### config.mk
export PLATFORM = sky130hd
export DESIGN_NAME = led_pattern_ctrl
export DESIGN_NICKNAME = d
export VERILOG_FILES = /design/src/rtl/led_ctrl_pkg.sv /design/src/rtl/btn_debounce.sv /design/src/rtl/led_pattern_ctrl.sv
export SDC_FILE = /design/constraint.sdc
export NUM_CORES = 1
export LEC_CHECK = 0
export CAP_MARGIN = 20
export CORE_MARGIN = 3
export CORE_UTILIZATION = 43
export CTS_BUF_LIST = sky130_fd_sc_hd__clkbuf_4 sky130_fd_sc_hd__clkbuf_8 sky130_fd_sc_hd__clkbuf_16
export CTS_CLUSTER_DIAMETER = 50
export CTS_CLUSTER_SIZE = 30
export DETAILED_ROUTE_END_ITERATION = 16
export RECOVER_POWER = 100
export REMOVE_ABC_BUFFERS = 1
export SLEW_MARGIN = 40
export SYNTH_ARGS = -nofsm -noshare
export SYNTH_HDL_FRONTEND = slang
export SYNTH_SLANG_ARGS = --single-unit
### constraint.sdc
create_clock -name clk -period 1.9 [get_ports clk]
set_input_delay 0.475 -clock clk [delete_from_list [all_inputs] [get_ports clk]]
set_output_delay 0.475 -clock clk [all_outputs]
set_load 0.01 [all_outputs]
### src/rtl/led_ctrl_pkg.sv
// Shared encodings for the LED pattern controller: modes, bounce direction and seeds.
package led_ctrl_pkg;

    typedef enum logic [1:0] {
        MODE_ROTL   = 2'd0,
        MODE_ROTR   = 2'd1,
        MODE_BOUNCE = 2'd2,
        MODE_BLINK  = 2'd3
    } mode_e;

    typedef enum logic {
        DIR_LEFT  = 1'b0,
        DIR_RIGHT = 1'b1
    } dir_e;

    localparam logic [15:0] SEED_SHIFT = 16'h0001;
    localparam logic [15:0] SEED_BLINK = 16'hFFFF;
    localparam logic [15:0] LED_TOP    = 16'h8000;
    localparam logic [15:0] LED_BOTTOM = 16'h0001;

    function automatic mode_e next_mode(input mode_e m);
        return mode_e'(m + 2'd1);
    endfunction

    function automatic logic [15:0] mode_seed(input mode_e m);
        return (m == MODE_BLINK) ? SEED_BLINK : SEED_SHIFT;
    endfunction

endpackage

### src/rtl/btn_debounce.sv
// Raw button -> 2-flop synchroniser -> debouncer -> one-cycle press pulse on a debounced rise.
module btn_debounce #(
    parameter int DEBOUNCE_CYCLES = 100_000
) (
    input  logic clk,
    input  logic reset,
    input  logic btn_in,
    output logic press
);

    localparam int             CW       = $clog2(DEBOUNCE_CYCLES + 1);
    localparam logic [CW-1:0]  CNT_LAST = CW'(DEBOUNCE_CYCLES - 1);

    logic          sync1_q, sync1_d;
    logic          sync2_q, sync2_d;
    logic          stable_q, stable_d;
    logic          armed_q, armed_d;
    logic          press_q, press_d;
    logic [CW-1:0] cnt_q, cnt_d;

    // Until a debounced low is seen after reset the block is disarmed, so a button
    // held through reset never yields a press (the two reset-low synchroniser
    // samples are shorter than any sensible DEBOUNCE_CYCLES).
    always_comb begin
        // NOTE: every _d gets a default first, so no branch can leave a latch behind.
        sync1_d  = btn_in;
        sync2_d  = sync1_q;
        stable_d = stable_q;
        armed_d  = armed_q;
        press_d  = 1'b0;
        cnt_d    = cnt_q;

        if (!armed_q) begin
            if (sync2_q) begin
                cnt_d = '0;
            end else if (cnt_q == CNT_LAST) begin
                armed_d = 1'b1;
                cnt_d   = '0;
            end else begin
                cnt_d = cnt_q + CW'(1);
            end
        end else if (sync2_q == stable_q) begin
            cnt_d = '0;
        end else if (cnt_q == CNT_LAST) begin
            stable_d = sync2_q;
            press_d  = sync2_q;
            cnt_d    = '0;
        end else begin
            cnt_d = cnt_q + CW'(1);
        end
    end

    always_ff @(posedge clk) begin
        // NOTE: state uses <= so every flop samples the pre-edge values of the others.
        if (reset) begin
            sync1_q  <= 1'b0;
            sync2_q  <= 1'b0;
            stable_q <= 1'b0;
            armed_q  <= 1'b0;
            press_q  <= 1'b0;
            cnt_q    <= '0;
        end else begin
            sync1_q  <= sync1_d;
            sync2_q  <= sync2_d;
            stable_q <= stable_d;
            armed_q  <= armed_d;
            press_q  <= press_d;
            cnt_q    <= cnt_d;
        end
    end

    assign press = press_q;

endmodule

### src/rtl/led_pattern_ctrl.sv
// 16-LED pattern generator: prescaled step tick, four modes, debounced mode and pause buttons.
module led_pattern_ctrl
    import led_ctrl_pkg::*;
#(
    parameter int CLK_HZ          = 10_000_000,
    parameter int TICK_HZ         = 1,
    parameter int DEBOUNCE_CYCLES = 100_000
) (
    input  logic        clk,
    input  logic        reset,
    input  logic        btn_mode,
    input  logic        btn_pause,
    output logic [15:0] led,
    output logic [1:0]  mode,
    output logic        paused,
    output logic        tick
);

    localparam int            DIV      = CLK_HZ / TICK_HZ;
    localparam int            PW       = $clog2(DIV);
    localparam logic [PW-1:0] PRE_LAST = PW'(DIV - 1);

    logic          mode_press, pause_press;
    logic [PW-1:0] cnt_q, cnt_d;
    logic          tick_q, tick_d;
    logic [15:0]   led_q, led_d;
    mode_e         mode_q, mode_d;
    dir_e          dir_q, dir_d;
    logic          paused_q, paused_d;

    btn_debounce #(.DEBOUNCE_CYCLES(DEBOUNCE_CYCLES)) u_db_mode (
        .clk    (clk),
        .reset  (reset),
        .btn_in (btn_mode),
        .press  (mode_press)
    );

    btn_debounce #(.DEBOUNCE_CYCLES(DEBOUNCE_CYCLES)) u_db_pause (
        .clk    (clk),
        .reset  (reset),
        .btn_in (btn_pause),
        .press  (pause_press)
    );

    always_comb begin
        cnt_d    = (cnt_q == PRE_LAST) ? '0 : cnt_q + PW'(1);
        tick_d   = (cnt_q == PRE_LAST);
        led_d    = led_q;
        mode_d   = mode_q;
        dir_d    = dir_q;
        paused_d = paused_q;

        // A mode press outranks a coincident tick: reseed and restart the step interval.
        if (mode_press) begin
            mode_d = next_mode(mode_q);
            led_d  = mode_seed(mode_d);
            dir_d  = DIR_LEFT;
            cnt_d  = '0;
        end else if (tick_q && !paused_q) begin
            unique case (mode_q)
                MODE_ROTL:  led_d = {led_q[14:0], led_q[15]};
                MODE_ROTR:  led_d = {led_q[0], led_q[15:1]};
                MODE_BLINK: led_d = ~led_q;
                MODE_BOUNCE: begin
                    if (led_q == LED_TOP)         dir_d = DIR_RIGHT;
                    else if (led_q == LED_BOTTOM) dir_d = DIR_LEFT;
                    led_d = (dir_d == DIR_RIGHT) ? (led_q >> 1) : (led_q << 1);
                end
                default: ;
            endcase
        end

        if (pause_press) paused_d = ~paused_q;
    end

    always_ff @(posedge clk) begin
        if (reset) begin
            cnt_q    <= '0;
            tick_q   <= 1'b0;
            led_q    <= SEED_SHIFT;
            mode_q   <= MODE_ROTL;
            dir_q    <= DIR_LEFT;
            paused_q <= 1'b0;
        end else begin
            cnt_q    <= cnt_d;
            tick_q   <= tick_d;
            led_q    <= led_d;
            mode_q   <= mode_d;
            dir_q    <= dir_d;
            paused_q <= paused_d;
        end
    end

    assign led    = led_q;
    assign mode   = mode_q;
    assign paused = paused_q;
    assign tick   = tick_q;

endmodule

Yosys cells after proc, flatten, opt, wreduce, memory -nomap -nowiden
Index checks and enable logic that the tools add are counted.
W data, S select, Z words.

storage, ports and cells
  bits in registers = 89
  output and inout port bits = 20
  word-level logic and storage cells = 76

operators by class
  add/subtract/negate cells = 4
  equality and inequality tests = 11
  muxes and demuxes = 24
  bitwise gates (word level) = 8
  reduce and logical (&&, ||, !) cells = 11

operators with widths
  kind                     number
  $mux W17                 8
  $mux W16                 4
  $pmux W16 S4             1
  $add A17 B1 Y17 const B  2
  $eq A17 B17 Y1 const B   2
  $add A24 B1 Y24 const B  1
  $eq A24 B24 Y1 const B   1
  $eq A16 B1 Y1 const B    1
  $eq A16 B16 Y1 const B   1
  $not A16 Y16             1
  $mux W1                  11
  $reduce_or A4 Y1         2
  $not A1 Y1               7
  $eq A2 B2 Y1 const B     3
  $reduce_and A3 Y1        2
  $reduce_or A3 Y1         1
  $add A2 B1 Y2 const B    1
  $eq A1 B1 Y1             2
  $eq A2 B1 Y1 const B     1
  $logic_not A2 Y1         1
  $reduce_and A2 Y1        1
  $reduce_bool A2 Y1       1
  $reduce_or A2 Y1         1
  $logic_and A1 B1 Y1      1
  $logic_not A1 Y1         1

Depth between registers and ports, before layout
Gate-level depths: netlist (run 1).

  depth after elaboration = 10
  depth in mapped cells = 8

Hierarchy
From an unflattened synthesis (run 1), not the netlist that was laid out.

unflattened totals
  cell total of the unflattened synthesis = 541
  area total of the unflattened synthesis = 4,605.7 um2

by module, submodules not included
  module            instances  cells an instance  area each (um2)  sequential area each (um2)
  led_pattern_ctrl  1          327                2,656.3          900.9
  btn_debounce      2          107                974.7            440.4

Least setup slack after synthesis (run 1)
No wires, ideal clock.

  kind = reg2reg
  start = reg mode_q[0], in the netlist mode[0]
  end = reg led_q[1], in the netlist led[1]
  library setup time = 0.137 ns
  arrival time = 1.621 ns
  data required time = 1.763 ns
  setup slack = 0.143 ns
  cell stages (with the launch flop) = 9
  path buffers = 1
  cell sequence = dfxtp_1 -> inv_1 -> ha_1 -> nand2_1 -> nand2b_1 -> clkbuf_1 -> a221o_1 -> a221oi_1 -> a311oi_1

on the way
  longest elaborated chain between the ends = 4
  elaborated cells on any way between the ends = 10
  classes of those cells = 1 x add/sub; 4 x eq/ne; 4 x mux; 1 x reduce/logical

ends and longest elaborated chain
  item                                          RTL line                                    RTL
  from (decl)                                   led_pattern_ctrl.sv:27                      mode_e mode_q, mode_d;
  from (signal assigned)                        led_pattern_ctrl.sv:88                      mode_q <= mode_d;
  $add A2 B1 Y2 (tied with other cells)         led_ctrl_pkg.sv:22                          return mode_e'(m + 2'd1);
  $eq A2 B2 Y1 or $pmux W16 S4 (tied branches)  led_ctrl_pkg.sv:26, led_pattern_ctrl.sv:60
  $mux W16 (on tied branches)                   led_ctrl_pkg.sv:26, led_pattern_ctrl.sv:59
  $mux W16 (*)                                  led_pattern_ctrl.sv:54                      if (mode_press) begin
  to (signal assigned)                          led_pattern_ctrl.sv:87                      led_q <= led_d;
  to (decl)                                     led_pattern_ctrl.sv:26                      logic [15:0] led_q, led_d;

Mark *: on every way between the ends. The rest lies on a longest branch, timed or not. The select of a mux whose other input is x is not followed.
A chain may end at the register's enable or synchronous reset.

Worst setup path after layout (run 1)
  start = reg mode_q[0], in the netlist mode[0]
  end = out mode[0]

RTL lines
  item       RTL line                RTL
  to (decl)  led_pattern_ctrl.sv:14  output logic [1:0] mode,

No word-level cell between the ends.

==> results.md, run 1 <==
- Setup repair after global routing missed its margin: no
- Synth Area in Simple Gates: 0.287
- Status: finished clean
- Final period utilization: 0.964
- Sw Ratio: 0.221
- Max H-tree Level: 3
- Setup crit start kind: flop
- Area delta synth->final: 18.1%
- Global-route wire length before repair: 16.9 mm
- Sequential share of power: 0.565
- Drt pass-1 iters: 4
- Dpl cells: 696
- DR WL/cell: 13.6 um
- Initial antenna violation count: 0
- FP Rows: 36
- Routability cong.: 0.870
- Most frequent cells in the layout: nor2_1, dfxtp_1, nand2_1
- Clk pin slew, worst setup/hold paths: 90 ps
- Largest net degree at the start of global routing: 23
- Slew HR: 0.638
- Routed Antenna Nets: 0
- Max Slew Vio Count: 0
- Clk_skew: 6.41 ps
- Die width: 107 um
- Non-Filler Instances: 712
- Die Ht: 107 um
- CTS Sinks: 89
- Vias in the first global route: 3,542
- Psw: 0.742 mW
- CP Capture Type: output port
- Core Util, Final: 0.528
- Yosys warnings: 0
- Max VDD drop: 328 uV
- Port Buf Inserts: 23
- Post-Synth Adder-Cell Area: 0.0199
- Xor and xnor area share after synthesis: 0.111
- Starting DRT DRC Count: 204
- Leakage power: 1.86 nW
- Tightest Pin Transition: 543 ps
- Maxcap violations: 0
- Number of distinct library cells after synthesis: 49
- CP arrival: 1360 ps
- Internal Power: 2.62 mW
- CTS tree: built
- Post-synthesis compound-gate area fraction: 0.133
- Root Driver: clkbuf_8
- Inserted Clock Buffers: 9
- Clock power share: 0.405
- GRT Residual Overflow: 0
- Setup WS post-layout: 68.4 ps
- CP Max Fanout: 4
- Power per cell area: 646 mW/mm^2
- FMAX: 546 MHz
- Drt drc: 0
- Final WL: 9.70 mm
- Post-synth EDFFs: 0
- Routed vias/inst: 5.28
- GRT Util Overall: 0.180
- Synthesized cell area: 0.00441 mm^2
- Most common cell after layout, fill and taps aside: nor2_1
- Ys flop type: dfxtp_1
- Initial core utilization: 0.447
- Pre-CTS WS: 35.2 ps
- Hpwl dp: 6.63 mm
- Final Hold Viols: 0
- # setup viols final: 0
- Synth Register Bits: 89
- Via count: 3,758
- Worst Path Required: 1420 ps
- Multiplexer share of the synthesized area: 0.00681
- Worst Hold Class: flop to flop
- Final Critical Period: 1830 ps
- Nets: 585
- Share of layout cells above drive strength 1: 0.111
- FFs w/ async S/R, synth: 0
- N_diodes: 0
- Clock tree buffer depth: 2
- Crit Path Category: flop to output port
- IO Pins: 24
- Clk_lat worst skew: 360 ps
- Synth Area per Inst: 8.35 um^2
- Combinational Power Share: 0.030
- Largest family of logic cells by synthesized area: simple AND/OR/NAND/NOR gates
- Hold_ws: 447 ps
- Cells after Synth: 528
- Die area: 0.0115 mm^2
- Core box area: 0.00986 mm^2
- Sequential area share after synthesis: 0.404
==> logic make-up after synthesis <==
group           after synthesis
compound gates               87
xor+xnor                     56
fa+ha+maj                     7
buf+inv                      37
flops                        89
mux                           3
simple gates                249
==> sequential cells by signal, summed over array words and instances, names as in the netlist, 2 cells and up <==
signal            count
u_db_mode.cnt_q      17
led                  16
mode                  2
cnt_q                24
u_db_pause.cnt_q     17
==> cell usage after synthesis, types with 8 or more instances <==
| library cell | n | area, um^2 |
|---|---|---|
| a211oi_1 | 8 | 60.1 |
| inv_1 | 11 | 41.3 |
| nand3b_1 | 11 | 82.6 |
| nand4_1 | 17 | 106 |
| nor3_1 | 9 | 45.0 |
| dfxtp_1 | 89 | 1780 |
| nand2_1 | 36 | 135 |
| clkbuf_1 | 18 | 67.6 |
| nor2_1 | 89 | 334 |
| a22oi_1 | 9 | 67.6 |
| a21oi_1 | 15 | 75.1 |
| xor2_1 | 35 | 307 |
| and3_1 | 14 | 87.6 |
| nand3_1 | 28 | 140 |
| o21ai_0 | 23 | 115 |
| xnor2_1 | 21 | 184 |
==> worst max-delay path, stage by stage (launching register included) <==
cell and delay, ps:
dfxtp_1 340, buf_4 130, clkdlybuf4s50_1 530
==> worst paths after layout <==
| path | depth (start not counted) | to | slack, ps | start |
|---|---|---|---|---|
| worst max-delay path | 2 | mode[0] | 70 | mode[0]$_SDFFE_PP0P_ |
| worst min-delay path | 1 | u_db_mode.sync2_q$_SDFF_PP0_ | 450 | u_db_mode.sync1_q$_SDFF_PP0_ |
| worst max register to register | 6 | led[15]$_SDFFE_PP0P_ | 100 | led[10]$_SDFFE_PP0P_ |
| worst min register to register | 1 | u_db_mode.sync2_q$_SDFF_PP0_ | 450 | u_db_mode.sync1_q$_SDFF_PP0_ |
==> power by group through the flow <==
stage | Sequential, mW | Combinational (mW) | Clock (mW)
floorplan | 1.94 | 0.0509 | 0
global placement | 1.95 | 0.104 | 0
detailed placement | 1.95 | 0.106 | 0
CTS | 1.90 | 0.106 | 1.42
global route | 1.91 | 0.114 | 1.49
finish | 1.90 | 0.101 | 1.36
==> final cells by class <==
| cell class | count | area, um^2 |
|---|---|---|
| multi-input combinational | 402 | 2450 |
| fill | 944 | 4660 |
| inverter | 11 | 41.3 |
| sequential | 89 | 1790 |
| timing repair buffer | 61 | 546 |
| clock inverter | 4 | 51.3 |
| tap | 133 | 166 |
| clock buffer | 12 | 159 |
==> metrics by stage <==
stage / total power, mW / TNS [ps] / cell area, um^2
2_1_floorplan: 1.99 / -7400 / 4280
5_1_grt: 3.51 / 0 / 5210
3_3_place_gp: 2.05 / 0 / 5020
3_5_place_dp: 2.05 / 0 / 5020
4_1_cts: 3.43 / 0 / 5230
6_report: 3.36 / 0 / 5210
==> timing repair <==
item,CTS,global route
cloned,0,0
hold buffers,0,0
buffers inserted,0,0
endpoints found under the setup margin,4,10
hold endpoints to repair,0,0
pin swaps,0,0
resized for setup,5,10
==> per-layer routing <==
metal / track usage / vias to the layer above / share of wire
met1: 0.251 / 1747 / 0.49
met3: 0.0355 / 9 / 0.028
met4: 0.0584 / 0 / 0.010
met5: 0 / - / 0
li1: - / 1949 / -
met2: 0.277 / 53 / 0.47
(Power assumes the default switching activity.)
==> inputs of run 2 (changes only) <==
--- a/config.mk
+++ b/config.mk
@@ -17,4 +17,5 @@
 export SLEW_MARGIN = 40
 export SYNTH_ARGS = -nofsm -noshare
 export SYNTH_HDL_FRONTEND = slang
+export SYNTH_HIERARCHICAL = 1
 export SYNTH_SLANG_ARGS = --single-unit
==> results.md, run 2 <==
- Clock tree buffer depth: 2 (unchanged)
- Worst Hold Class: flop to flop (unchanged)
- Synth Register Bits: 89 (unchanged)
- IO Pins: 24 (unchanged)
- Setup WS post-layout: 47.0 ps (was 68.4 ps)
- Most used standard cells in the synthesized netlist: dfxtp_1, nor2_1, o21ai_0, nand2_1, xnor2_1 (was dfxtp_1, nor2_1, nand2_1, xor2_1, nand3_1)
- Status: finished clean (unchanged)
- Yosys top cell area share: 0.387 (was 0.404)
- Largest register by flop count: cnt_q (unchanged)
- Final WL: 10.6 mm (was 9.70 mm)
- Max H-tree Level: 3 (unchanged)
- Resized Gates After CTS: 15 (was 5)
- Die area: 0.0120 mm^2 (was 0.0115 mm^2)
- CP Max Fanout: 5 (was 4)
- Final Critical Period: 1850 ps (was 1830 ps)
- Clk_skew: 9.86 ps (was 6.41 ps)
- Area delta synth->final: 15.2% (was 18.1%)
- Worst Path Required: 1420 ps (about the same)
- Yosys warnings: 6 (was 0)
- CP Capture Type: output port (unchanged)
- Routed vias/inst: 5.57 (was 5.28)
- Largest register FFs: 24 (unchanged)
- Total power after layout: 3.14 mW (was 3.36 mW)
- Via count: 4,019 (was 3,758)
- Cells after Synth: 541 (was 528)
- Setup crit start kind: flop (unchanged)
- Tightest Pin Transition: 587 ps (was 543 ps)
- Register area: 0.00180 mm^2 (was 0.00179 mm^2)
- Die Ht: 109 um (was 107 um)
- Crit Path Category: flop to output port (unchanged)
- Clk pin slew, worst setup/hold paths: 80 ps (was 90 ps)
- Inserted Clock Buffers: 9 (unchanged)
- CP arrival: 1380 ps (was 1360 ps)
- Hpwl dp: 7.46 mm (was 6.63 mm)
- Ys flop type: dfxtp_1 (unchanged)
- FMAX: 540 MHz (was 546 MHz)
- Max VDD drop: 343 uV (was 328 uV)
- Leakage power: 1.88 nW (was 1.86 nW)
- Routability cong.: 0.897 (was 0.870)
- Hold_ws: 447 ps (about the same)
- CTS Hold Bufs: 0 (unchanged)
- Post-CTS Setup Inserts: 0 (unchanged)
- N_diodes: 0 (unchanged)
- Clk_lat worst skew: 350 ps (was 360 ps)
- Top flop regs: cnt_q (24), u_db_mode/cnt_q (17), u_db_pause/cnt_q (17) (was cnt_q (24), u_db_mode.cnt_q (17), u_db_pause.cnt_q (17))
- GRT Util Overall: 0.185 (was 0.180)
- Setup repair after global routing missed its margin: no (unchanged)
- Area contributors post-synth: dfxtp_1, nor2_1, xnor2_1 (was dfxtp_1, nor2_1, xor2_1)
- Routed Antenna Nets: 0 (unchanged)
- Sequential area share after synthesis: 0.387 (was 0.404)
- Fillers: 1,010 (was 944)
- Maxcap violations: 0 (unchanged)
- Final period utilization: 0.975 (was 0.964)
- Drt drc: 0 (unchanged)
- DR WL/cell: 14.7 um (was 13.6 um)
- Power per cell area: 592 mW/mm^2 (was 646 mW/mm^2)
- Final Hold Viols: 0 (unchanged)
- GRT Residual Overflow: 0 (unchanged)
- Port Buf Inserts: 23 (unchanged)
- Vias in the first global route: 3,793 (was 3,542)
- Synthesized cell area: 0.00461 mm^2 (was 0.00441 mm^2)
- Synth Area per Inst: 8.51 um^2 (was 8.35 um^2)
- Most frequent cells in the layout: nor2_1, dfxtp_1, o21ai_0 (was nor2_1, dfxtp_1, nand2_1)
- Root Driver: clkbuf_8 (unchanged)
- Most common cell after layout, fill and taps aside: nor2_1 (unchanged)
- Setup TNS: 0 ps (unchanged)
- FP Rows: 37 (was 36)
- Largest area contributor in the netlist: dfxtp_1 (unchanged)
- Share of layout cells above drive strength 1: 0.155 (was 0.111)
- FF-to-FF path depth: 5 (was 6)
- Number of distinct library cells after synthesis: 58 (was 49)
- Die width: 109 um (was 107 um)
- Global-route wire length before repair: 17.8 mm (was 16.9 mm)
- Core Util, Final: 0.512 (was 0.528)
- # setup viols final: 0 (unchanged)
- Core box area: 0.0104 mm^2 (was 0.00986 mm^2)
- CTS Sinks: 89 (unchanged)
- Multi-input logic area: 0.00257 mm^2 (was 0.00245 mm^2)
- Initial antenna violation count: 0 (unchanged)
- Cell with the most instances after synthesis: dfxtp_1
- CTS tree: built (unchanged)
- Drt pass-1 iters: 6 (was 4)
- Slew HR: 0.609 (was 0.638)
- Reg2reg setup slack: 150 ps (was 100 ps)
- FFs w/ async S/R, synth: 0 (unchanged)
- Initial core utilization: 0.444 (was 0.447)
- Max Slew Vio Count: 0 (unchanged)
- Nets: 593 (was 585)
- Starting DRT DRC Count: 269 (was 204)
- Pre-CTS WS: 23.9 ps (was 35.2 ps)
- Largest net degree at the start of global routing: 27 (was 23)
- Worst Hold Depth: 1 (unchanged)
- Post-synth EDFFs: 0 (unchanged)
==> run 2: cell count changes after synthesis, sizes merged, moves of 9 or more <==
| cell | previous run | this run |
|---|---|---|
| a22oi | 9 | 0 |
| inv | 11 | 25 |
| nand3b | 11 | 0 |
| nor2 | 90 | 77 |
| o21ai | 24 | 37 |
| o221ai | 0 | 10 |
| xor2 | 35 | 25 |
==> run 2: final cells by class <==
type,count,share of cell area
Inverter,25,0.0177
Tap cell,136,0.0321
Clock inverter,3,0.00354
Clock buffer,12,0.0276
Multi-Input combinational cell,398,0.485
Sequential cell,89,0.340
Timing Repair Buffer,59,0.0943
==> run 2: logic make-up after synthesis <==
| logic type | after synthesis | share of synthesized area |
|---|---|---|
| mux | 2 | 0.00435 |
| simple gates | 231 | 0.284 |
| fa+ha+maj | 7 | 0.0190 |
| buf+inv | 54 | 0.0511 |
| compound gates | 106 | 0.156 |
| flops | 89 | 0.387 |
| xor+xnor | 52 | 0.0989 |
==> run 2: per-stage QoR <==
step,cells,area [um^2]
after floorplan,512,4460
after global placement,707,5160
after detailed placement,707,5160
after CTS,722,5340
after global routing,722,5310
final,722,5310
==> run 2: worst paths after layout <==
check	startpoint	end
setup reg to reg	led[5]$_SDFFE_PP0P_	led[4]$_SDFFE_PP0P_
hold / removal	u_db_mode/sync1_q$_SDFF_PP0_	u_db_mode/sync2_q$_SDFF_PP0_
hold reg to reg	u_db_mode/sync1_q$_SDFF_PP0_	u_db_mode/sync2_q$_SDFF_PP0_
setup / recovery	led[11]$_SDFFE_PP0P_	led[11]
==> run 2: worst max-delay path, cell delays in order (launching register included) <==
cell	delay, ps
dfxtp_2	350
buf_4	140
clkdlybuf4s50_1	540
==> run 2: report_power, final <==
part	internal, mW	switching, mW
combinational	0.0441	0.0635
sequential	1.88	0.0129
clock	0.511	0.625
==> run 2: per-layer routing <==
metal | global-route usage | share of wire | wire [um] | up-vias
li1 | - | - | - | 2020
met1 | 0.249 | 0.48 | 5050 | 1872
met2 | 0.296 | 0.45 | 4800 | 108
met3 | 0.0311 | 0.056 | 591 | 19
met4 | 0.0703 | 0.016 | 166 | 0
met5 | 0 | 0 | 0 | -
